==> config.mk <==
export PLATFORM = sky130hd
export DESIGN_NAME = divider
export DESIGN_NICKNAME = d
export VERILOG_FILES = /design/src/rtl/divider.sv
export SDC_FILE = /design/constraint.sdc
export NUM_CORES = 1
export LEC_CHECK = 0
export CORE_MARGIN = 2
export CORE_UTILIZATION = 52
export DETAILED_ROUTE_END_ITERATION = 7
export PLACE_DENSITY = 0.77
export SLEW_MARGIN = 20
export SYNTH_ARGS = -nofsm -noshare
export SYNTH_HDL_FRONTEND = slang
export SYNTH_SLANG_ARGS = --single-unit
==> constraint.sdc <==
create_clock -name clock -period 2.9 [get_ports clock]
set_input_delay 0.58 -clock clock [delete_from_list [all_inputs] [get_ports clock]]
set_output_delay 0.58 -clock clock [all_outputs]
set_load 0.02 [all_outputs]
==> src/rtl/divider.sv <==
`timescale 1ns/1ps
`default_nettype none
// =============================================================================
// Module   : divider
// Brief    : Multi-cycle 32-bit restoring divider (quotient, remainder, flags).
//            Signed support is built when DIVIDER_SIGNED_EN is defined.
// Revision : 1.0 - initial release
// =============================================================================
module divider (
    input  logic        clock,
    input  logic        reset_n,
    input  logic        start,
    input  logic        signed_op,
    input  logic [31:0] reg2,
    input  logic [31:0] reg3,
    output logic        busy,
    output logic        done,
    output logic [31:0] quotient,
    output logic [31:0] remainder,
    output logic        carry_out,
    output logic        zero_out,
    output logic        neg_out,
    output logic        over_out
);

    typedef enum logic [2:0] {
        S_IDLE  = 3'd0,
        S_PREP  = 3'd1,
        S_ITER  = 3'd2,
        S_FIXUP = 3'd3,
        S_DONE  = 3'd4
    } t_state;

    t_state      r_state;
    t_state      w_next;

    logic [31:0] r_a;
    logic [31:0] r_b;
    logic        r_sop;
    logic        r_neg_q;
    logic        r_neg_r;
    logic        r_div0;
    logic        r_over;
    logic [31:0] r_dvd;
    logic [31:0] r_dvs;
    logic [31:0] r_acc;
    logic [4:0]  r_cnt;
    logic [31:0] r_qres;
    logic [31:0] r_rres;

    logic        r_busy;
    logic        r_done;
    logic [31:0] r_quot;
    logic [31:0] r_rem;
    logic        r_carry;
    logic        r_zero;
    logic        r_neg;
    logic        r_ovf;

    logic        w_signed;
    logic        w_accept;
    logic [32:0] w_shift;
    logic [32:0] w_trial;
    logic        w_fit;

`ifdef DIVIDER_SIGNED_EN
    assign w_signed = r_sop;
`else
    // signed_op is still sampled but masked, so every operation is unsigned
    assign w_signed = r_sop & 1'b0;
`endif

    assign w_accept = (r_state == S_IDLE) && start;
    assign w_shift  = {r_acc, r_dvd[31]};
    assign w_trial  = w_shift - {1'b0, r_dvs};
    assign w_fit    = ~w_trial[32];

    always_ff @(posedge clock or negedge reset_n) begin
        if (!reset_n) begin
            r_state <= S_IDLE;
        end else begin
            r_state <= w_next;
        end
    end

    always_comb begin
        w_next = r_state;
        case (r_state)
            S_IDLE:  if (start) w_next = S_PREP;
            S_PREP:  w_next = (r_b == 32'd0) ? S_DONE : S_ITER;
            S_ITER:  if (r_cnt == 5'd0) w_next = S_FIXUP;
            S_FIXUP: w_next = S_DONE;
            S_DONE:  w_next = S_IDLE;
            default: w_next = S_IDLE;
        endcase
    end

    always_ff @(posedge clock or negedge reset_n) begin
        if (!reset_n) begin
            r_a     <= 32'd0;
            r_b     <= 32'd0;
            r_sop   <= 1'b0;
            r_neg_q <= 1'b0;
            r_neg_r <= 1'b0;
            r_div0  <= 1'b0;
            r_over  <= 1'b0;
            r_dvd   <= 32'd0;
            r_dvs   <= 32'd0;
            r_acc   <= 32'd0;
            r_cnt   <= 5'd0;
            r_qres  <= 32'd0;
            r_rres  <= 32'd0;
            r_busy  <= 1'b0;
            r_done  <= 1'b0;
            r_quot  <= 32'd0;
            r_rem   <= 32'd0;
            r_carry <= 1'b0;
            r_zero  <= 1'b0;
            r_neg   <= 1'b0;
            r_ovf   <= 1'b0;
        end else begin
            r_done <= 1'b0;
            if (w_accept) begin
                r_busy <= 1'b1;
            end else if (r_done) begin
                r_busy <= 1'b0;
            end

            case (r_state)
                S_IDLE: begin
                    if (start) begin
                        r_a   <= reg2;
                        r_b   <= reg3;
                        r_sop <= signed_op;
                    end
                end
                S_PREP: begin
                    r_div0  <= (r_b == 32'd0);
                    r_over  <= 1'b0;
                    r_neg_q <= w_signed & (r_a[31] ^ r_b[31]);
                    r_neg_r <= w_signed & r_a[31];
                    // abs(0x80000000) wraps to itself, read as unsigned 2^31
                    r_dvd   <= (w_signed && r_a[31]) ? -r_a : r_a;
                    r_dvs   <= (w_signed && r_b[31]) ? -r_b : r_b;
                    r_acc   <= 32'd0;
                    r_cnt   <= 5'd31;
                    r_qres  <= 32'hffff_ffff;
                    r_rres  <= r_a;
                end
                S_ITER: begin
                    r_acc <= w_fit ? w_trial[31:0] : w_shift[31:0];
                    r_dvd <= {r_dvd[30:0], w_fit};
                    r_cnt <= r_cnt - 5'd1;
                end
                S_FIXUP: begin
                    r_qres <= r_neg_q ? -r_dvd : r_dvd;
                    r_rres <= r_neg_r ? -r_acc : r_acc;
                    r_over <= w_signed && (r_a == 32'h8000_0000) && (r_b == 32'hffff_ffff);
                end
                S_DONE: begin
                    r_done  <= 1'b1;
                    r_quot  <= r_qres;
                    r_rem   <= r_rres;
                    r_carry <= r_div0;
                    r_zero  <= (r_qres == 32'd0);
                    r_neg   <= r_qres[31];
                    r_ovf   <= r_over & ~r_div0;
                end
                default: ;
            endcase
        end
    end

    assign busy      = r_busy;
    assign done      = r_done;
    assign quotient  = r_quot;
    assign remainder = r_rem;
    assign carry_out = r_carry;
    assign zero_out  = r_zero;
    assign neg_out   = r_neg;
    assign over_out  = r_ovf;

endmodule
`default_nettype wire

======== After elaboration in Yosys (flattened, before gate mapping) ========
Cells that the tools add are included.
word-level totals
  flip-flop bits (word level) ............. 302
  output and inout port bits .............. 70
cells by class
  add/sub/neg operators ................... 2
  equality and inequality tests ........... 6
  mux-type cells .......................... 13
  bitwise operators ....................... 1
  reduce and logical (&&, ||, !) cells .... 10
operators by type and width
  cell                 number
  $pmux 32 s2          4
  $logic_not 32->1     2
  $sub 33x32->33       1
  $mux 32              1
  $pmux 3 s4           1
  $pmux 5 s2           1
  $mux 3               3
  $eq 3x2->1 const B   2
  $reduce_bool 2->1    3
  $logic_not 5->1      1
  $sub 5x1->5 const B  1
  $ne 2x2->1 const B   2
  $reduce_and 2->1     2
  $eq 3x1->1 const B   1
  $eq 3x3->1 const B   1
  $logic_not 3->1      1
  $mux 1               3
  $logic_and 1x1->1    1
  $not 1->1            1

======== Logic depth before layout (Yosys ltp) ========
  depth in word-level cells ............... 3
  gate-level depth with buffers ........... 14
  depth with buffers taken out ............ 12

======== Worst setup path after synthesis ========
OpenSTA, ideal clock, no wires.
  path type ............................... register to register
  start point ............................. reg r_dvd[31]
  end point ............................... reg r_acc[20]
  library setup time ...................... 131 ps
  arrival time ............................ 2801 ps
  data required time ...................... 2769 ps
  setup slack ............................. -32 ps
  stages on the path, launching flop included .. 15
  period minus slack after synthesis ...... 2932 ps
  cell sequence ........................... dfrtp_1 inv_1 ha_1 inv_1 fa_1 a211oi_1 o211a_2 nor3_2 nor4bb_1 o211ai_1 o311ai_4 buf_6 buf_6 mux2i_1 o21ai_1
between the ends
  cells in the longest elaborated chain, start to end .. 3
ends and longest elaborated chain
  item                      RTL line  source
  start: declaration        44        logic [31:0] r_dvd;
  start signal: assignment  143       r_dvd <= (w_signed && r_a[31]) ? -r_a : r_a;
  start signal: assignment  152       r_dvd <= {r_dvd[30:0], w_fit};
  $sub 33x32->33            75        assign w_trial = w_shift - {1'b0, r_dvs};
  $mux 32                   151       r_acc <= w_fit ? w_trial[31:0] : w_shift[31:0];
  $pmux 32 s2               129       case (r_state)
  end signal: assignment    151
  end: declaration          46        logic [31:0] r_acc;
Every way passes these cells.
A chain may end at the register's enable or synchronous reset.

======== Worst setup path after layout ========
  start point ............................. reg r_dvd[31]
  end point ............................... reg r_acc[1]
The elaborated chain is that of the path after synthesis.

==> flow_summary_export.csv <==
group,metric,value,unit
worst_setup_path,endpoint,"r_acc[1]",
floorplanning,die_w,169,microns
clocking,numCtsBuffers,34,
timing,slew_headroom,49.2,%
detailed_routing,vias,10900,
floorplanning,core_area,26900,sq um
detailed_routing,routed.top_layer,"met4",
worst_setup_path,r2r_start,"r_dvd[31]",
worst_setup_path,cp_data_required_time,3.29,ns
logic_synthesis,yosys-top-cells-count,"dfrtp_1, nand2_1, o21ai_0",
timing,fin_crit_sh,104,%
pwr,powerDensity,1400,nW/um^2
detailed_routing,viasPerCell,5.63,
finish,drive_gt1_share,24.8,%
worst_setup_path,rrSetupSlack,-0.13,ns
timing,rsz0062_at_grt,"true",
logic_synthesis,synth_cell_types,62,
logic_synthesis,ys_seq_elements,301,
worst_setup_path,crit_path_max_incr_delay,0.37,ns
global_route,grt_max_degree,93,
run_status,violations,"negative setup slack",
job,drv_cap,0,
detailed_routing,drt_iter0_drc,805,
placement,dp_hpwl,24400,microns
finish,layoutNonFillerInstCount,1945,
worst_setup_path,crit_type,"reg -> reg",
timing,slew_viol_final,0,
finish,layout.nets,1685,
placement,gp_congestion,0.871,
logic_synthesis,yosysMostFrequentCell,"dfrtp_1",
logic_synthesis,ys.flop_type,"dfrtp_1",
clocking,cts_max_level,2,
detailed_routing,drc_errors,0,
finish,multi_input_area,6370,sq um
placement,portBuffers,135,
pwr,finalPower,25.7,mW
worst_setup_path,end_kind,"register",
clocking,root_buffer,"clkbuf_16",
finish,ff_latch_area,7530,sq um
logic_synthesis,synth_top_family_by_area,"multiplexers",
floorplanning,rows,60,
global_route,grt_pass1_vias,11000,
worst_setup_path,r2r_cells,15,
pwr,power.leakage,8.36,nW
placement,place_inst,1871,
finish,diodes,0,
logic_synthesis,yosysTopAreaCellShare,53.1,%
logic_synthesis,synth-simple-area-share,11.7,%
detailed_routing,first_pass_iters,5,
logic_synthesis,synthCells,1323,
detailed_routing,wl_met3,1580,microns
floorplanning,die-area,28600,sq um
floorplanning,ios,138,
logic_synthesis,synth_area,14200,sq um
worst_setup_path,arrival,3.42,ns
clocking,clkSinkCount,301,
detailed_routing,wl_met1,16300,microns
logic_synthesis,synthXorXnorAreaFrac,1.48,%
min_path,hp-class,"in -> async",
clocking,cts_tree,"yes",
run_status,outcome,"finished with violations",
timing,setup_violations,28,
timing,hold_viol_final,0,
global_route,grt_use_total,24.9,%
floorplanning,die_y,169,microns
finish,nFillCells,2026,
global_route,antenna_found_initial,0,
logic_synthesis,synth_area_per_cell,10.7,sq um
detailed_routing,wl_per_cell,17.9,microns
finish,area_delta_synth_final,29.4,%
global_route,grt_first_pass_wirelength,57200,microns
worst_setup_path,cp-start-kind,"register",
placement,place_ws,-0.335,ns
detailed_routing,dr_wl_met2,16200,microns
logic_synthesis,synthAdderAreaFrac,3.14,%
floorplanning,start_util,52.8,%
worst_setup_path,rr_endpoint,"r_acc[1]",
logic_synthesis,synth_compound_area_share,12.6,%
pwr,irDropWorstVdd,571,uV
logic_synthesis,yosys-mux-area-fraction,14.3,%
timing,finalWorstSetupSlack,-0.128,ns
timing,worst_pin_slew,0.763,ns
logic_synthesis,yosysTopAreaCell,"dfrtp_1",
logic_synthesis,synth_edf_count,0,
logic_synthesis,synth_fp_nets,1426,
logic_synthesis,yosys_warnings,0,
worst_setup_path,cp_slowest_cell,"dfrtp_1",
timing,worst_hold_slack,0.0926,ns
logic_synthesis,ys_async_sr_fraction,100,%
detailed_routing,finalWirelength,34900,microns
timing,min_period,3.03,ns
global_route,overflow,0,
logic_synthesis,synth_area_leaders,"dfrtp_1, mux2_2, nand2_1",
worst_setup_path,crit_path_start,"r_dvd[31]",
clocking,holdBufCountCts,0,
logic_synthesis,ys_seq_area_share,53.1,%
timing,finalClockSkew,0.00977,ns
clocking,clkTransAtPathRegs,0.06,ns
worst_setup_path,crit_path_cell_trace,"inv_2, ha_4, inv_2, fa_2, a211oi_2, o211a_2, nor3_4, nor4bb_2, buf_4, o211ai_1, o311ai_4, buf_12, buf_12, mux2i_1, o21ai_1",
worst_setup_path,path_max_fanout,8,
clocking,clk_latency,0.51,ns
clocking,cts_buffer_depth,3,
detailed_routing,detail-route-antenna-nets,0,
timing,fmax,330,MHz
==> critical path: cells and delay by family, from the launching register on <==
family	cells	cell delay, ns
flip-flops	1	0.37
multiplexers	1	0.22
buffers and inverters	5	0.60
AND/OR/NAND/NOR	2	0.39
adder cells (fa/ha/maj)	2	0.47
AO/OA/AOI/OAI	5	0.85
==> worst min-delay path by stage <==
stage / slack (ns) / startpoint / cells after the start / end
2_1_floorplan: 0.28 / reset_n / 0 / busy
3_3_place_gp: 0.46 / r_rres[0] / 2 / r_rres[0]
3_5_place_dp: 0.47 / r_rres[14] / 2 / r_rres[14]
4_1_cts: 0.10 / reset_n / 1 / r_b[6]
5_1_grt: 0.13 / reset_n / 1 / r_b[11]
6_report: 0.09 / reset_n / 1 / r_dvs[8]
==> what timing repair did <==
action                                  CTS  global route
setup buffers                            11             4
pin swaps                                12            19
gates cloned                              0             1
endpoints found under the setup margin   33            33
gates resized for setup                  17            31
==> placed cells by master (no fill, tap or decap), types with 30 or more instances in the layout <==
cell type,Yosys,layout
ha_1,34,30
clkdlybuf4s50_1,0,134
a21oi_1,32,31
nor2b_1,36,36
mux2i_1,57,53
a22oi_1,33,33
inv_1,47,43
mux2_2,130,130
nand2_1,219,219
buf_4,3,156
dfrtp_1,301,300
o21ai_0,135,126
clkbuf_16,0,36
==> cell type report <==
class | count | share of cell area (%)
well taps | 341 | 2.32
clock buffers | 48 | 5.31
inverters | 47 | 0.961
repair buffers | 302 | 15.0
flip-flops and latches | 301 | 41.0
clock inverters | 10 | 0.709
multi-input cells | 896 | 34.7
==> per-stage QoR <==
step | instance area [sq um] | util [%] | TNS, ns
final | 18400 | 68.3 | -2.20
after detailed placement | 16900 | 62.9 | -9.07
after floorplan | 14200 | - | 0
after global routing | 18400 | 68.3 | -6.46
after global placement | 16900 | 62.9 | -7.21
after CTS | 18200 | 67.6 | -0.440
==> flip-flops by register name (all words and copies together), names as in the netlist <==
signal and count:
r_dvd 32, carry_out 1, r_qres 32, quotient 32
zero_out 1, busy 1, r_dvs 32, r_acc 32
r_cnt 5, r_a 32, r_state 3, r_div0 1
r_rres 32, done 1, r_b 32, remainder 32
==> where the power goes <==
group / internal [mW] / leakage, nW / switching [mW]
registers: 6.19 / 3.72 / 1.54
clock network: 2.54 / 0.537 / 1.70
logic: 6.89 / 4.11 / 6.79
total: 15.6 / 8.36 / 10.0
==> cells by family (layout without fill, tap and decap cells) <==
group	Yosys count	count (layout)
fa+ha+maj	35	35
compound gates	288	288
flops	301	301
other cells	1	1
buf+inv	126	407
simple gates	361	361
xor+xnor	24	24
mux	187	187
==> routing by layer <==
metal  global-route usage, %  vias up
li1                        -     5191
met3                    3.73       59
met2                    39.4      287
met4                    7.17        0
met5                       0        -
met1                    35.9     5410
Power figures use the tool's default switching activity.
